==> config.mk <==
export PLATFORM = sky130hd
export DESIGN_NAME = mult_iter_digit
export DESIGN_NICKNAME = d
export VERILOG_FILES = /design/src/rtl/mult_pkg.sv /design/src/rtl/mult_iter_digit_cell.sv /design/src/rtl/mult_iter_digit.sv
export SDC_FILE = /design/constraint.sdc
export NUM_CORES = 1
export LEC_CHECK = 0
export ABC_AREA = 1
export CAP_MARGIN = 0
export CORE_MARGIN = 2
export CORE_UTILIZATION = 50
export DETAILED_ROUTE_END_ITERATION = 16
export GPL_TIMING_DRIVEN = 0
export PLACE_DENSITY = 0.75
export SYNTH_ARGS = -nofsm -noshare
export SYNTH_HDL_FRONTEND = slang
export SYNTH_HIERARCHICAL = 1
export SYNTH_SLANG_ARGS = --single-unit
export TNS_END_PERCENT = 50
==> constraint.sdc <==
create_clock -name clk -period 3.3 [get_ports clk]
set_input_delay 0.495 -clock clk [delete_from_list [all_inputs] [get_ports clk]]
set_output_delay 0.495 -clock clk [all_outputs]
set_load 0.1 [all_outputs]
==> src/rtl/mult_pkg.sv <==
// Shared types and helpers for the iterative digit multiplier.
// Digit width, FSM states and the conditional magnitude function.
package mult_pkg;

    localparam int DIGIT_W   = 2;
    localparam int ABS_MAX_W = 64;

    typedef enum logic [1:0] {
        IDLE,
        RUN,
        DONE
    } mult_state_t;

    // Caller sign- or zero-extends the operand to ABS_MAX_W bits first.
    function automatic logic [ABS_MAX_W-1:0] abs_w(
        input logic [ABS_MAX_W-1:0] v,
        input logic                 sgn
    );
        if (sgn && v[ABS_MAX_W-1]) begin
            return -v;
        end
        return v;
    endfunction

endpackage

==> src/rtl/mult_iter_digit_cell.sv <==
// Combinational 2x2-bit unsigned multiplier cell.
// Gate-level form so a generated cell netlist can replace it directly.
module mult2x2_cell (
    input  logic [1:0] a,
    input  logic [1:0] b,
    output logic [3:0] p
);

    logic a0b0;
    logic a1b0;
    logic a0b1;
    logic a1b1;
    logic c1;

    assign a0b0 = a[0] & b[0];
    assign a1b0 = a[1] & b[0];
    assign a0b1 = a[0] & b[1];
    assign a1b1 = a[1] & b[1];
    assign c1   = a1b0 & a0b1;

    assign p[0] = a0b0;
    assign p[1] = a1b0 ^ a0b1;
    assign p[2] = a1b1 ^ c1;
    assign p[3] = a1b1 & c1;

endmodule

==> src/rtl/mult_iter_digit.sv <==
// Iterative WIDTH x WIDTH multiplier, one 2-bit B digit per cycle.
// Magnitudes are multiplied unsigned; the sign is applied at the end.
module mult_iter_digit
    import mult_pkg::*;
#(
    parameter int WIDTH = 4
) (
    input  logic               clk,
    input  logic               rst,
    input  logic               in_valid,
    output logic               in_ready,
    input  logic [WIDTH-1:0]   A,
    input  logic [WIDTH-1:0]   B,
    input  logic               is_signed,
    output logic               out_valid,
    input  logic               out_ready,
    output logic [2*WIDTH-1:0] P
);

    localparam int DIGITS = WIDTH / DIGIT_W;
    localparam int CW     = (DIGITS > 1) ? $clog2(DIGITS) : 1;
    localparam int PW     = 2 * WIDTH;
    localparam logic [CW-1:0] CNT_LAST = CW'(DIGITS - 1);

    mult_state_t state_q, state_d;
    logic [CW-1:0]    cnt_q, cnt_d;
    logic [WIDTH-1:0] a_q, a_d;
    logic [WIDTH-1:0] b_q, b_d;
    logic             neg_q, neg_d;
    logic [PW-1:0]    acc_q, acc_d;
    logic [PW-1:0]    p_q, p_d;

    logic [ABS_MAX_W-1:0] a_ext;
    logic [ABS_MAX_W-1:0] b_ext;
    logic [WIDTH-1:0]     a_mag;
    logic [WIDTH-1:0]     b_mag;
    logic [DIGIT_W-1:0]   b_dig;
    logic [2*DIGIT_W-1:0] cell_p [DIGITS];
    logic [PW-1:0]        row;
    logic [PW-1:0]        acc_next;

    // Operand magnitudes for capture in IDLE.
    always_comb begin
        a_ext = {{(ABS_MAX_W-WIDTH){is_signed & A[WIDTH-1]}}, A};
        b_ext = {{(ABS_MAX_W-WIDTH){is_signed & B[WIDTH-1]}}, B};
        a_mag = WIDTH'(abs_w(a_ext, is_signed));
        b_mag = WIDTH'(abs_w(b_ext, is_signed));
    end

    assign b_dig = DIGIT_W'(b_q >> {cnt_q, 1'b0});

    for (genvar i = 0; i < DIGITS; i++) begin : g_cell
        mult2x2_cell u_cell (
            .a (a_q[i*DIGIT_W +: DIGIT_W]),
            .b (b_dig),
            .p (cell_p[i])
        );
    end

    // Sum the cell products into one row and add it at the digit weight.
    always_comb begin
        row = '0;
        for (int i = 0; i < DIGITS; i++) begin
            row = row + (PW'(cell_p[i]) << (i * DIGIT_W));
        end
        acc_next = acc_q + (row << {cnt_q, 1'b0});
    end

    // Next-state and datapath updates for IDLE -> RUN -> DONE.
    always_comb begin
        state_d = state_q;
        cnt_d   = cnt_q;
        a_d     = a_q;
        b_d     = b_q;
        neg_d   = neg_q;
        acc_d   = acc_q;
        p_d     = p_q;
        unique case (state_q)
            IDLE: begin
                if (in_valid) begin
                    a_d     = a_mag;
                    b_d     = b_mag;
                    neg_d   = is_signed & (A[WIDTH-1] ^ B[WIDTH-1]);
                    acc_d   = '0;
                    cnt_d   = '0;
                    state_d = RUN;
                end
            end
            RUN: begin
                acc_d = acc_next;
                cnt_d = cnt_q + CW'(1);
                if (cnt_q == CNT_LAST) begin
                    p_d     = neg_q ? -acc_next : acc_next;
                    cnt_d   = '0;
                    state_d = DONE;
                end
            end
            DONE: begin
                if (out_ready) begin
                    state_d = IDLE;
                end
            end
            default: begin
                state_d = IDLE;
            end
        endcase
    end

    // State and datapath registers; reset aborts any transaction.
    always_ff @(posedge clk) begin
        if (rst) begin
            state_q <= IDLE;
            cnt_q   <= '0;
            a_q     <= '0;
            b_q     <= '0;
            neg_q   <= 1'b0;
            acc_q   <= '0;
            p_q     <= '0;
        end else begin
            state_q <= state_d;
            cnt_q   <= cnt_d;
            a_q     <= a_d;
            b_q     <= b_d;
            neg_q   <= neg_d;
            acc_q   <= acc_d;
            p_q     <= p_d;
        end
    end

    assign in_ready  = (state_q == IDLE) & ~rst;
    assign out_valid = (state_q == DONE) & ~rst;
    assign P         = p_q;

endmodule
* After elaboration in Yosys (flattened, before gate mapping)
Cells that the tools add are included.
** Cells by class
- Add/sub/neg operators :: 6
- Multiplexer cells :: 16
- Equal/unequal tests :: 5
- Shift operators :: 2
- Reduce and logical (&&, ||, !) cells :: 8
- Bitwise gates (word level) :: 23
** Operators by type and width (number)
- $and 1x1->1 :: 17
- $mux 4 :: 4
- $mux 8 :: 2
- $pmux 8 s2 :: 1
- $add 8x8->8 :: 1
- $neg 4->4 :: 2
- $neg 8->8 :: 1
- $shl 7x2->8 :: 1
- $add 4x6->7 :: 1
- $mux 2 :: 3
- $ne 2x2->1 const B :: 3
- $pmux 2 s3 :: 1
- $reduce_and 2->1 :: 3
- $xor 1x1->1 :: 5
- $mux 1 :: 4
- $shr 4x2->2 :: 1
- $reduce_and 3->1 :: 1
- $eq 2x1->1 const B :: 1
- $eq 2x2->1 const B :: 1
- $logic_and 1x1->1 :: 2
- $logic_not 2->1 :: 1
- $pmux 1 s2 :: 1
- $reduce_bool 2->1 :: 1
- $add 1x1->1 const B :: 1
- $not 1->1 :: 1
** Word-level totals
- Output and inout bits :: 10
- Register bits after elaboration :: 28

* Depth between registers and ports, before layout
Gate-level depths: netlist of the first run.
- Depth in word-level cells :: 9
- Gate-level depth with buffers :: 25
- Gate-level depth less buffers :: 24

* Cells and area by module
The synthesis of the first run kept the hierarchy.
** Modules (own cells, without submodules)
- mult_iter_digit :: instances 1, sequential area each 560.5 um^2, area an instance 1924.3 um^2, cells an instance 286
- mult2x2_cell :: instances 2, sequential area each 0.0 um^2, area an instance 62.6 um^2, cells an instance 11

* Worst setup path before layout of the first run
Ideal clock, no wire load.
- Kind :: register -> register
- From :: reg cnt_q
- To :: reg p_q[6], in the netlist P[6]
- Arrival :: 3.277 ns
- Library setup time :: 0.109 ns
- Slack :: -0.086 ns
- Stages on the path, launching flop included :: 26
- Path buffers :: 1
- Cells stage by stage :: dfxtp_1 inv_1 clkbuf_1 nand2_1 nand2_1 nand2_1 inv_1 ha_1 ha_1 ha_1 fa_1 xnor2_1 o21ai_0 ha_1 nand2_1 clkinv_1 nand3_2 nand2_2 nand2_2 nand2_2 nand3_1 nand2_1 nand2_1 nand3_1 nand2_1 inv_1
** RTL lines
- start, declared :: line mult_iter_digit.sv:26 : logic [CW-1:0] cnt_q, cnt_d;
- start signal, assigned :: line mult_iter_digit.sv:121 : cnt_q <= cnt_d;
- end signal, assigned :: line mult_iter_digit.sv:126 : p_q <= p_d;
- end, declared :: line mult_iter_digit.sv:31 : logic [PW-1:0] p_q, p_d;

==> results of run 1 <==
Yosys cell counts, drive strengths merged:
master / count
o21ai: 18
o21a: 3
inv: 46
xnor2: 3
fa: 2
a21oi: 31
buf: 5
nand4: 1
ha: 16
o31ai: 2
clkinv: 1
o21bai: 2
and2: 1
nand2: 85
xor2: 4
or2: 3
a31oi: 1
nand3: 27
dfxtp: 28
clkbuf: 4
nor2: 22
nor3: 3
stage by stage:
stage          setup TNS [ns]  instances  setup WS, ns  util (%)  power, mW
6_report                    0        391       0.03568     66.41     0.8768
5_1_grt               -0.5631        391       -0.1957     66.41     0.9177
4_1_cts                     0        387       0.03553     63.20     0.8516
3_5_place_dp           -2.801        380       -0.4935     58.88     0.6205
3_3_place_gp           -2.160        380       -0.4039     58.88     0.6158
2_1_floorplan               0        308       0.01866         -     0.5566
what timing repair did:
item | 4_1_cts | 5_1_grt
setup buffers | 4 | 4
endpoints found under the setup margin | 9 | 7
endpoints found under the hold margin | 0 | 0
resized for setup | 21 | 29
cloned | 0 | 0
pin swaps | 4 | 25
worst max path at each step:
stage	start	endpoint	slack (ns)	depth (start not counted)
3_3_place_gp	cnt_q	P[7]	-0.40	22
6_report	cnt_q	P[7]	0.04	23
4_1_cts	cnt_q	P[7]	0.04	23
5_1_grt	cnt_q	P[7]	-0.20	23
2_1_floorplan	cnt_q	P[6]	0.02	25
3_5_place_dp	cnt_q	P[7]	-0.49	22
flip-flops by register name, indices dropped and copies added, names as in the netlist:
signal and flops:
neg_q 1, a_q 4, b_q 4, cnt_q 1
acc_q 8, state_q 2, P 8
cell type report:
class                      instances  area [um2]
buffer                             8       55.05
clock buffer                       4       55.05
fill                             366        1334
inverter                          47       180.2
multi-input combinational        224        1440
sequential                        28       564.3
tap                               50       62.56
timing repair buffer              30       280.3
logic make-up (layout without fill, tap and decap cells):
family                   Yosys count  count (layout)  synth area share, %
AO/OA/AOI/OAI                     57              57                15.20
XOR/XNOR                           7               7                2.992
adder cells (fa/ha/maj)           18              18                11.72
buffers and inverters             56              89                10.99
flip-flops                        28              28                27.35
AND/OR/NAND/NOR                  142             142                31.75
per-layer routing:
metal / vias up / global-route usage (%)
met5: - / 0
met4: 0 / 5.750
met3: 5 / 1.645
met2: 36 / 37.38
met1: 931 / 30.94
li1: 1054 / -
worst register-to-register path: cells and delay by family, from the launching register on:
family | cells | cell delay (ns)
fa+ha+maj | 5 | 1.46
buf+inv | 3 | 0.20
compound gates | 2 | 0.28
simple gates | 13 | 0.89
flops | 1 | 0.38
power groups by stage:
stage | Sequential (mW) | Clock (mW) | Combinational, mW
final | 0.370 | 0.219 | 0.288
after global routing | 0.372 | 0.229 | 0.316
after CTS | 0.368 | 0.220 | 0.263
after detailed placement | 0.375 | 0 | 0.245
after global placement | 0.375 | 0 | 0.241
after floorplan | 0.397 | 0 | 0.159
==> impl_metrics.toml, run 1 <==
[critical_path]
worstRegToRegCells = 23
timing.rr.end = "P[7]"
r2r-start = "cnt_q"
crit_family = "adder cells"
end_kind = "flop"
path_cells = "clkinvlp_4, nand2_2, nand2_4, nand2_2, inv_2, ha_4, ha_4, ha_4, fa_2, nor2_2, a31oi_1, ha_2, nand2_1, inv_1, nand3_2, nand2_1, nand2_2, nand2_4, nand3_2, nand2_1, nand2_1, nand2_1, a21oi_2"
start_kind = "flop"
reg2reg_setup_slack_ns = 0.04
critPathKind = "flop to flop"
max_stage_delay_ns = 0.57
cp_common_cell = "nand2_1"
crit_buf_inv = 3
cp_max_fo = 5
cp.arrival_ns = 3.49
required_ns = 3.52
cp_slowest_cell = "fa_2"

[final_layout]
final_cell_mix = "nand2_1 (66), inv_1 (39), dfxtp_1 (27), a21oi_1 (27), clkdlybuf4s50_1 (22)"
antenna_cells = 0
synthToLayoutAreaGrowth_pct = 28.69
nets = 373
final_common_cell = "nand2_1"
final_layout_size_suffix_gt1_share_pct = 23.17
final_cell_area_um2 = 2638

[sta]
skew_ns = 0.002400
relSlewSlack_pct = 35.44
worst_pin_slew_ns = 0.9654
drv_slew = 0
fmax_mhz = 306.3
hold_viol = 0
final.period_utilization_pct = 98.92
hold_ws_ns = 0.4672
setup_viol = 0
rsz0062_at_grt = "yes"
period_needed_ns = 3.264

[route]
m1WireLength_um = 2330
vias_per_cell = 5.182
dr_wl_met3_um = 169
first_iter_violations = 78
met2_length_um = 2330
top_layer_used = "met4"
drt-total-wl_um = 4883
vias = 2026
final_antenna_net_count = 0
drc = 0
first_pass_iters = 4
routedWlPerCell_um = 12.49

[power]
power_density_nw_per_um2 = 332.4
ir_drop_uv = 250.0
p_leak_nw = 1.243
pwr-share-comb_pct = 32.8
netSwitchingPower_uw = 304.4
swShare_pct = 34.72
p_int_uw = 572.4
pwr-share-clk_pct = 25.0
power_frac_seq_pct = 42.2

[place]
port_buffers = 22
placed_cell_area_um2 = 2338
hpwl_um = 3535
gp_congestion = 0.8821

[floorplanning]
io_pins = 23
die-height_um = 68.02
start_util_pct = 51.61
die_w_um = 68.02
rows = 23
core_area_um2 = 3971
die_area_um2 = 4627

[worst_hold_path]
worstHoldStart = "P[0]"
min_to = "P[0]"
hp-class = "flop to flop"
whs_path_depth = 2

[grt]
grt_pass1_wl_um = 8017
overflow = 0
grt_pass1_vias = 1862
antenna_found_initial = 0
grt_usage_pct = 22.30
grt_max_degree = 16

[logic_synthesis]
synth_warnings = 6
synth.avg_cell_area_um2 = 6.654
yosysTopAreaCell = "dfxtp_1"
ys_ff_latch = 28
yosysUniqueCellTypes = 33
yosys-top-cells-area = "dfxtp_1 (27%), nand2_1 (14%), ha_1 (9.8%)"
syn-cell-area_um2 = 2049
seq_area_frac_synth_pct = 27.35
syn_nets = 339
synth_top_area_share_pct = 27.35
syn_inst = 308

[job]
drv_cap = 0

[clocking]
cts_inserted_buffers = 3
clockBufferDepth = 2
clk_latency_ns = 0.28
cts_sinks = 28
clockRootBuffer = "clkbuf_8"
htree_levels = 1
cts_tree = "done"
cts_hold_buffers = 0
clk_pin_slew_ns = 0.10

[outcome]
status = "finished clean"
Note: power is estimated with default switching activity, not from simulation.
==> inputs of run 2 (changes only) <==
--- a/config.mk
+++ b/config.mk
@@ -12,8 +12,8 @@
 export DETAILED_ROUTE_END_ITERATION = 16
 export GPL_TIMING_DRIVEN = 0
 export PLACE_DENSITY = 0.75
+export SLEW_MARGIN = 20
 export SYNTH_ARGS = -nofsm -noshare
 export SYNTH_HDL_FRONTEND = slang
-export SYNTH_HIERARCHICAL = 1
 export SYNTH_SLANG_ARGS = --single-unit
 export TNS_END_PERCENT = 50
==> run 2 against run 1 <==
Compared with the run above:
- the flow now finishes with violations (negative setup slack)
- worst setup slack worse by 0.076 ns
- clock-buffer cell count unchanged
- global-route usage fell by 0.080 points
- largest power group unchanged
- via count is 3.7% lower
- design area down 6.1%
- clock skew is 0.0028 ns higher
- critical path type unchanged
- critical path depth unchanged
==> impl_metrics.toml, run 2 <==
[sta]
hold_viol = 0
rsz0062_at_grt = "yes"
skew_ns = 0.005152
worst_pin_slew_ns = 0.9636
finalSetupTns_ns = -0.07362
final.period_utilization_pct = 101.2
fmax_mhz = 299.4
period_needed_ns = 3.340
hold_ws_ns = 0.4721
finalWorstSetupSlack_ns = -0.04049
relSlewSlack_pct = 35.56
setup_viol = 2
drv_slew = 0

[logic_synthesis]
yosys-top-cells-area = "dfxtp_1 (28%), nand2_1 (15%), ha_1 (10%)"
yosysUniqueCellTypes = 34
synth_ff_type = "dfxtp_1"
yosysTopAreaCell = "dfxtp_1"
synth.avg_cell_area_um2 = 6.649
synth_commonest_cells = "nand2_1 (77), inv_1 (41), a21oi_1 (31)"
seq_area_frac_synth_pct = 28.19
synth.most_common_cell = "nand2_1"
syn_nets = 330
syn-cell-area_um2 = 1988
synth_edf_count = 0
synth_top_area_share_pct = 28.19
ys_ff_latch = 28
syn_inst = 299
synthArstFlopShare_pct = 0
synth_warnings = 0

[route]
m1WireLength_um = 2240
first_pass_iters = 4
drt-total-wl_um = 4615
routedWlPerCell_um = 12.18
vias = 1951
drc = 0
dr_wl_met3_um = 125
top_layer_used = "met4"
final_antenna_net_count = 0
met2_length_um = 2156
vias_per_cell = 5.148
first_iter_violations = 82

[final_layout]
final_cell_mix = "nand2_1 (69), inv_1 (38), a21oi_1 (31), dfxtp_1 (27), clkdlybuf4s50_1 (21)"
nets = 363
final_layout_size_suffix_gt1_share_pct = 16.62
final_common_cell = "nand2_1"
fin_cells = 379
antenna_cells = 0
final_cell_area_um2 = 2476
synthToLayoutAreaGrowth_pct = 24.54

[place]
placed_cell_area_um2 = 2267
hpwl_um = 3436
port_buffers = 21
place_ws_ns = -0.3506
placed_cells = 368
gp_congestion = 0.8323

[critical_path]
start_kind = "flop"
end_kind = "flop"
cp.arrival_ns = 3.53
cp_max_fo = 4
required_ns = 3.49
critPathKind = "flop to flop"

[floorplanning]
die_w_um = 67.06
io_pins = 23
die-height_um = 67.06
rows = 22
die_area_um2 = 4497
start_util_pct = 53.11
core_area_um2 = 3744

[job]
drv_cap = 0

[outcome]
violations = "negative setup slack"
status = "finished, violations left"

[clocking]
cts_sinks = 28
cts_tree = "done"
clk_pin_slew_ns = 0.10
clockBufferDepth = 2
cts_inserted_buffers = 3
clockRootBuffer = "clkbuf_8"
clk_latency_ns = 0.28
htree_levels = 1
cts_hold_buffers = 0

[grt]
grt_usage_pct = 22.22
grt_max_degree = 16
antenna_found_initial = 0
grt_pass1_vias = 1793
overflow = 0
grt_pass1_wl_um = 7755

[worst_hold_path]
hp-class = "flop to flop"

[power]
ir_drop_uv = 280.8
p_leak_nw = 1.132
power_density_nw_per_um2 = 339.6
run 2: worst paths after layout:
kind,start,endpoint,slack [ns],cells past startpoint
worst max-delay path,cnt_q,P[6],-0.04,23
worst max register to register,cnt_q,P[6],-0.04,23
worst min-delay path,P[0],P[0],0.47,2
worst min register to register,P[0],P[0],0.47,2
run 2: cell type report:
type	count	area, um2
Timing Repair Buffer	29	274.0
Fill cell	359	1267
Buffer	8	50.05
Sequential cell	28	564.3
Tap cell	48	60.06
Clock buffer	4	55.05
Multi-Input combinational cell	218	1305
Inverter	44	167.7
run 2: cells by family after synthesis:
kind of cell	after synthesis	share of synthesized area [%]
adder cells (fa/ha/maj)	18	12.08
AND/OR/NAND/NOR	134	29.77
multiplexers	1	0.5035
XOR/XNOR	6	2.643
flip-flops	28	28.19
AO/OA/AOI/OAI	59	16.11
buffers and inverters	53	10.70
run 2: what timing repair did:
| action | 4_1_cts | 5_1_grt |
|---|---|---|
| gates resized for setup | 12 | 15 |
| setup buffers | 6 | 2 |
| pin swaps | 7 | 14 |
| endpoints found under the setup margin | 8 | 8 |
run 2: power by group:
part	leakage, nW	total (mW)	switching [mW]	internal [mW]
sequential	0.229	0.367	0.0118	0.355
combinational	0.874	0.259	0.159	0.0993
clock	0.0288	0.215	0.108	0.107
run 2: worst max-delay path, stage by stage (launching register included):
cell and delay, ns:
dfxtp_4 0.40, buf_6 0.13, nand2_2 0.05, o21a_1 0.13
nor2_2 0.09, ha_2 0.20, ha_4 0.20, ha_4 0.16
fa_2 0.52, inv_2 0.04, o21ai_1 0.13, ha_1 0.29
nand2_2 0.11, nor2_1 0.05, nand2_1 0.10, nand3_1 0.08
nand2_1 0.09, nand2_2 0.08, nand2_1 0.09, nand2_1 0.05
nand2_1 0.07, nand3_2 0.08, nand2_2 0.07, inv_1 0.03
run 2: through the flow:
step	total power, mW	utilization (%)
6_report	0.8408	66.14
5_1_grt	0.8851	66.14
2_1_floorplan	0.5416	-
3_5_place_dp	0.6002	60.56
4_1_cts	0.8266	64.54
3_3_place_gp	0.5959	60.56
run 2: per-layer routing:
| layer | track usage [%] | up-vias |
|---|---|---|
| met3 | 2.534 | 10 |
| met2 | 35.77 | 26 |
| met4 | 6.888 | 0 |
| met1 | 30.79 | 883 |
| met5 | 0 | - |
| li1 | - | 1032 |
==> inputs of run 3 (changes only) <==
--- a/config.mk
+++ b/config.mk
@@ -8,10 +8,9 @@
 export ABC_AREA = 1
 export CAP_MARGIN = 0
 export CORE_MARGIN = 2
-export CORE_UTILIZATION = 50
+export CORE_UTILIZATION = 35
 export DETAILED_ROUTE_END_ITERATION = 16
 export GPL_TIMING_DRIVEN = 0
-export PLACE_DENSITY = 0.75
 export SLEW_MARGIN = 20
 export SYNTH_ARGS = -nofsm -noshare
 export SYNTH_HDL_FRONTEND = slang
==> constraint.sdc (replaced) <==
create_clock -name clk -period 2.75 [get_ports clk]
set_input_delay 0.4125 -clock clk [delete_from_list [all_inputs] [get_ports clk]]
set_output_delay 0.4125 -clock clk [all_outputs]
set_load 0.1 [all_outputs]
==> run 3 against run 2 <==
Compared with the run above:
- the run still ends with negative setup slack left
- global-route usage is 5.7 points lower
- sequential share of layout area fell by 1.3 points
- largest cell class unchanged
- hold slack got worse by 0.0024 ns
- first-iteration DRC count decreased by 35%
- non-clock buffer count increased by 1
- core utilization is 18 points lower
- design area rose by 6.3%
- via count is 0.26% lower
- critical path depth shrank 1
- cell count is 6.3% higher
- clock skew shrank 0.0019 ns
- critical path type unchanged
==> impl_metrics.toml, run 3 (synthesis results as in run 2) <==
[clocking]
clockRootBuffer = "clkbuf_8"
clockBufferDepth = 2
cts_inserted_buffers = 3
cts_sinks = 28
clk_pin_slew_ns = 0.09
cts_tree = "done"
cts_hold_buffers = 0
htree_levels = 1
clk_latency_ns = 0.28

[power]
power_density_nw_per_um2 = 378.9
ir_drop_uv = 287.8
p_leak_nw = 1.182

[route]
first_pass_iters = 4
vias_per_cell = 4.829
drt-total-wl_um = 4722
final_antenna_net_count = 0
first_iter_violations = 53
routedWlPerCell_um = 11.72
drc = 0
vias = 1946

[critical_path]
crit_family = "adder cells"
r2r-start = "cnt_q"
crit_cells = 22
crit_start = "cnt_q"
cp_slowest_cell = "fa_2"
timing.rr.end = "P[6]"
cp_max_fo = 4
endpoint = "P[6]"
end_kind = "flop"
crit_buf_inv = 4
path_cells = "buf_6, o21a_1, nor2_1, ha_2, ha_4, ha_4, fa_2, inv_2, o21ai_4, ha_4, nand2_4, inv_1, nand2_2, nand3_2, nand2_1, nand2_2, nand2_2, nand2_1, nand2_1, nand3_2, nand2_1, inv_1"
worstRegToRegCells = 22
required_ns = 2.94
cp_common_cell = "nand2_1"
cp.arrival_ns = 3.51
critPathKind = "flop to flop"
max_stage_delay_ns = 0.57
start_kind = "flop"
reg2reg_setup_slack_ns = -0.57

[floorplanning]
die_w_um = 79.37
die-height_um = 79.37
die_area_um2 = 6300
start_util_pct = 36.11
rows = 27
io_pins = 23
core_area_um2 = 5507

[grt]
antenna_found_initial = 0
overflow = 0
grt_pass1_vias = 1925
grt_usage_pct = 16.52
grt_max_degree = 15
grt_pass1_wl_um = 8286

[final_layout]
multiInputGateArea_um2 = 1435
antenna_cells = 0
register_area_um2 = 564.3
nets = 364
n_fill_cell = 551
final_cell_area_um2 = 2631
final_common_cell = "nand2_1"
synthToLayoutAreaGrowth_pct = 32.35
final_layout_size_suffix_gt1_share_pct = 24.77
final_cell_mix = "nand2_1 (62), inv_1 (34), dfxtp_1 (27), a21oi_1 (26), clkdlybuf4s50_1 (20)"

[sta]
final.period_utilization_pct = 120.8
worst_pin_slew_ns = 0.9682
skew_ns = 0.003203
finalWorstSetupSlack_ns = -0.5721
drv_slew = 0
relSlewSlack_pct = 35.25
rsz0062_at_grt = "yes"
setup_viol = 10
period_needed_ns = 3.322
fmax_mhz = 301.0
hold_viol = 0

[outcome]
violations = "negative setup slack"
status = "finished, violations left"

[place]
gp_congestion = 0.8213
placed_cell_area_um2 = 2351
hpwl_um = 3621
place_ws_ns = -0.7346
port_buffers = 21

[worst_hold_path]
hp-class = "flop to flop"

[job]
drv_cap = 0
==> run 3: cell count changes in the layout (fill, tap and decap cells not counted), moves of 3 or more <==
cell | previous run | this run
nand2_2 | 14 | 17
nand2_1 | 69 | 62
inv_2 | 5 | 8
nand2_4 | 0 | 4
a21oi_1 | 31 | 26
ha_1 | 13 | 10
nand3_1 | 20 | 17
inv_1 | 38 | 34
o21ai_1 | 4 | 1
a21oi_2 | 1 | 6
nand3_2 | 3 | 7
ha_4 | 2 | 5
==> run 3: final cells by class <==
cell class / count / area share [%]
timing repair buffer: 30 / 10.65
buffer: 8 / 1.902
clock buffer: 3 / 1.569
sequential: 28 / 21.45
inverter: 44 / 6.467
tap: 72 / 3.424
multi-input combinational: 218 / 54.54
==> run 3: where the power goes <==
part | switching (mW) | internal [mW]
registers | 0.0143 | 0.427
logic | 0.200 | 0.128
clock network | 0.129 | 0.0987
==> run 3: per-layer routing <==
| layer | global-route usage, % | up-vias | share of wire (%) | wire length [um] |
|---|---|---|---|---|
| li1 | - | 1031 | - | - |
| met1 | 20.66 | 886 | 50 | 2343 |
| met2 | 28.90 | 24 | 47 | 2223 |
| met3 | 2.262 | 5 | 1.9 | 90 |
| met4 | 6.034 | 0 | 1.4 | 65 |
| met5 | 0 | - | 0 | 0 |
==> run 3: worst min-delay path by stage <==
stage	start	slack [ns]	endpoint	depth (start not counted)
after floorplan	acc_q[2]	0.44	acc_q[2]	2
after global placement	P[0]	0.46	P[0]	2
after detailed placement	P[1]	0.46	P[1]	2
after CTS	acc_q[2]	0.48	acc_q[2]	2
after global routing	P[0]	0.50	P[0]	2
final	P[0]	0.47	P[0]	2
==> run 3: what timing repair did <==
item | 4_1_cts | 5_1_grt
pin swaps | 13 | 33
resized for setup | 11 | 40
endpoints found under the setup margin | 11 | 14
setup buffers | 8 | 1
==> run 3: metrics by stage <==
step / power (mW) / hold slack, ns / cells / setup TNS, ns / utilization, %
after floorplan: 0.6585 / 0.4440 / 299 / -3.062 / -
after global placement: 0.7282 / 0.4556 / 392 / -5.244 / 42.69
after detailed placement: 0.7309 / 0.4604 / 392 / -5.402 / 42.69
after CTS: 0.9873 / 0.4777 / 403 / -4.797 / 45.15
after global routing: 1.059 / 0.5044 / 403 / -6.248 / 47.78
final: 0.9970 / 0.4698 / 403 / -4.202 / 47.78
==> run 3: worst min-delay path: stages, from the launching register on <==
cell and delay (ns):
dfxtp_1 0.32, nand2_1 0.06, a21oi_1 0.05
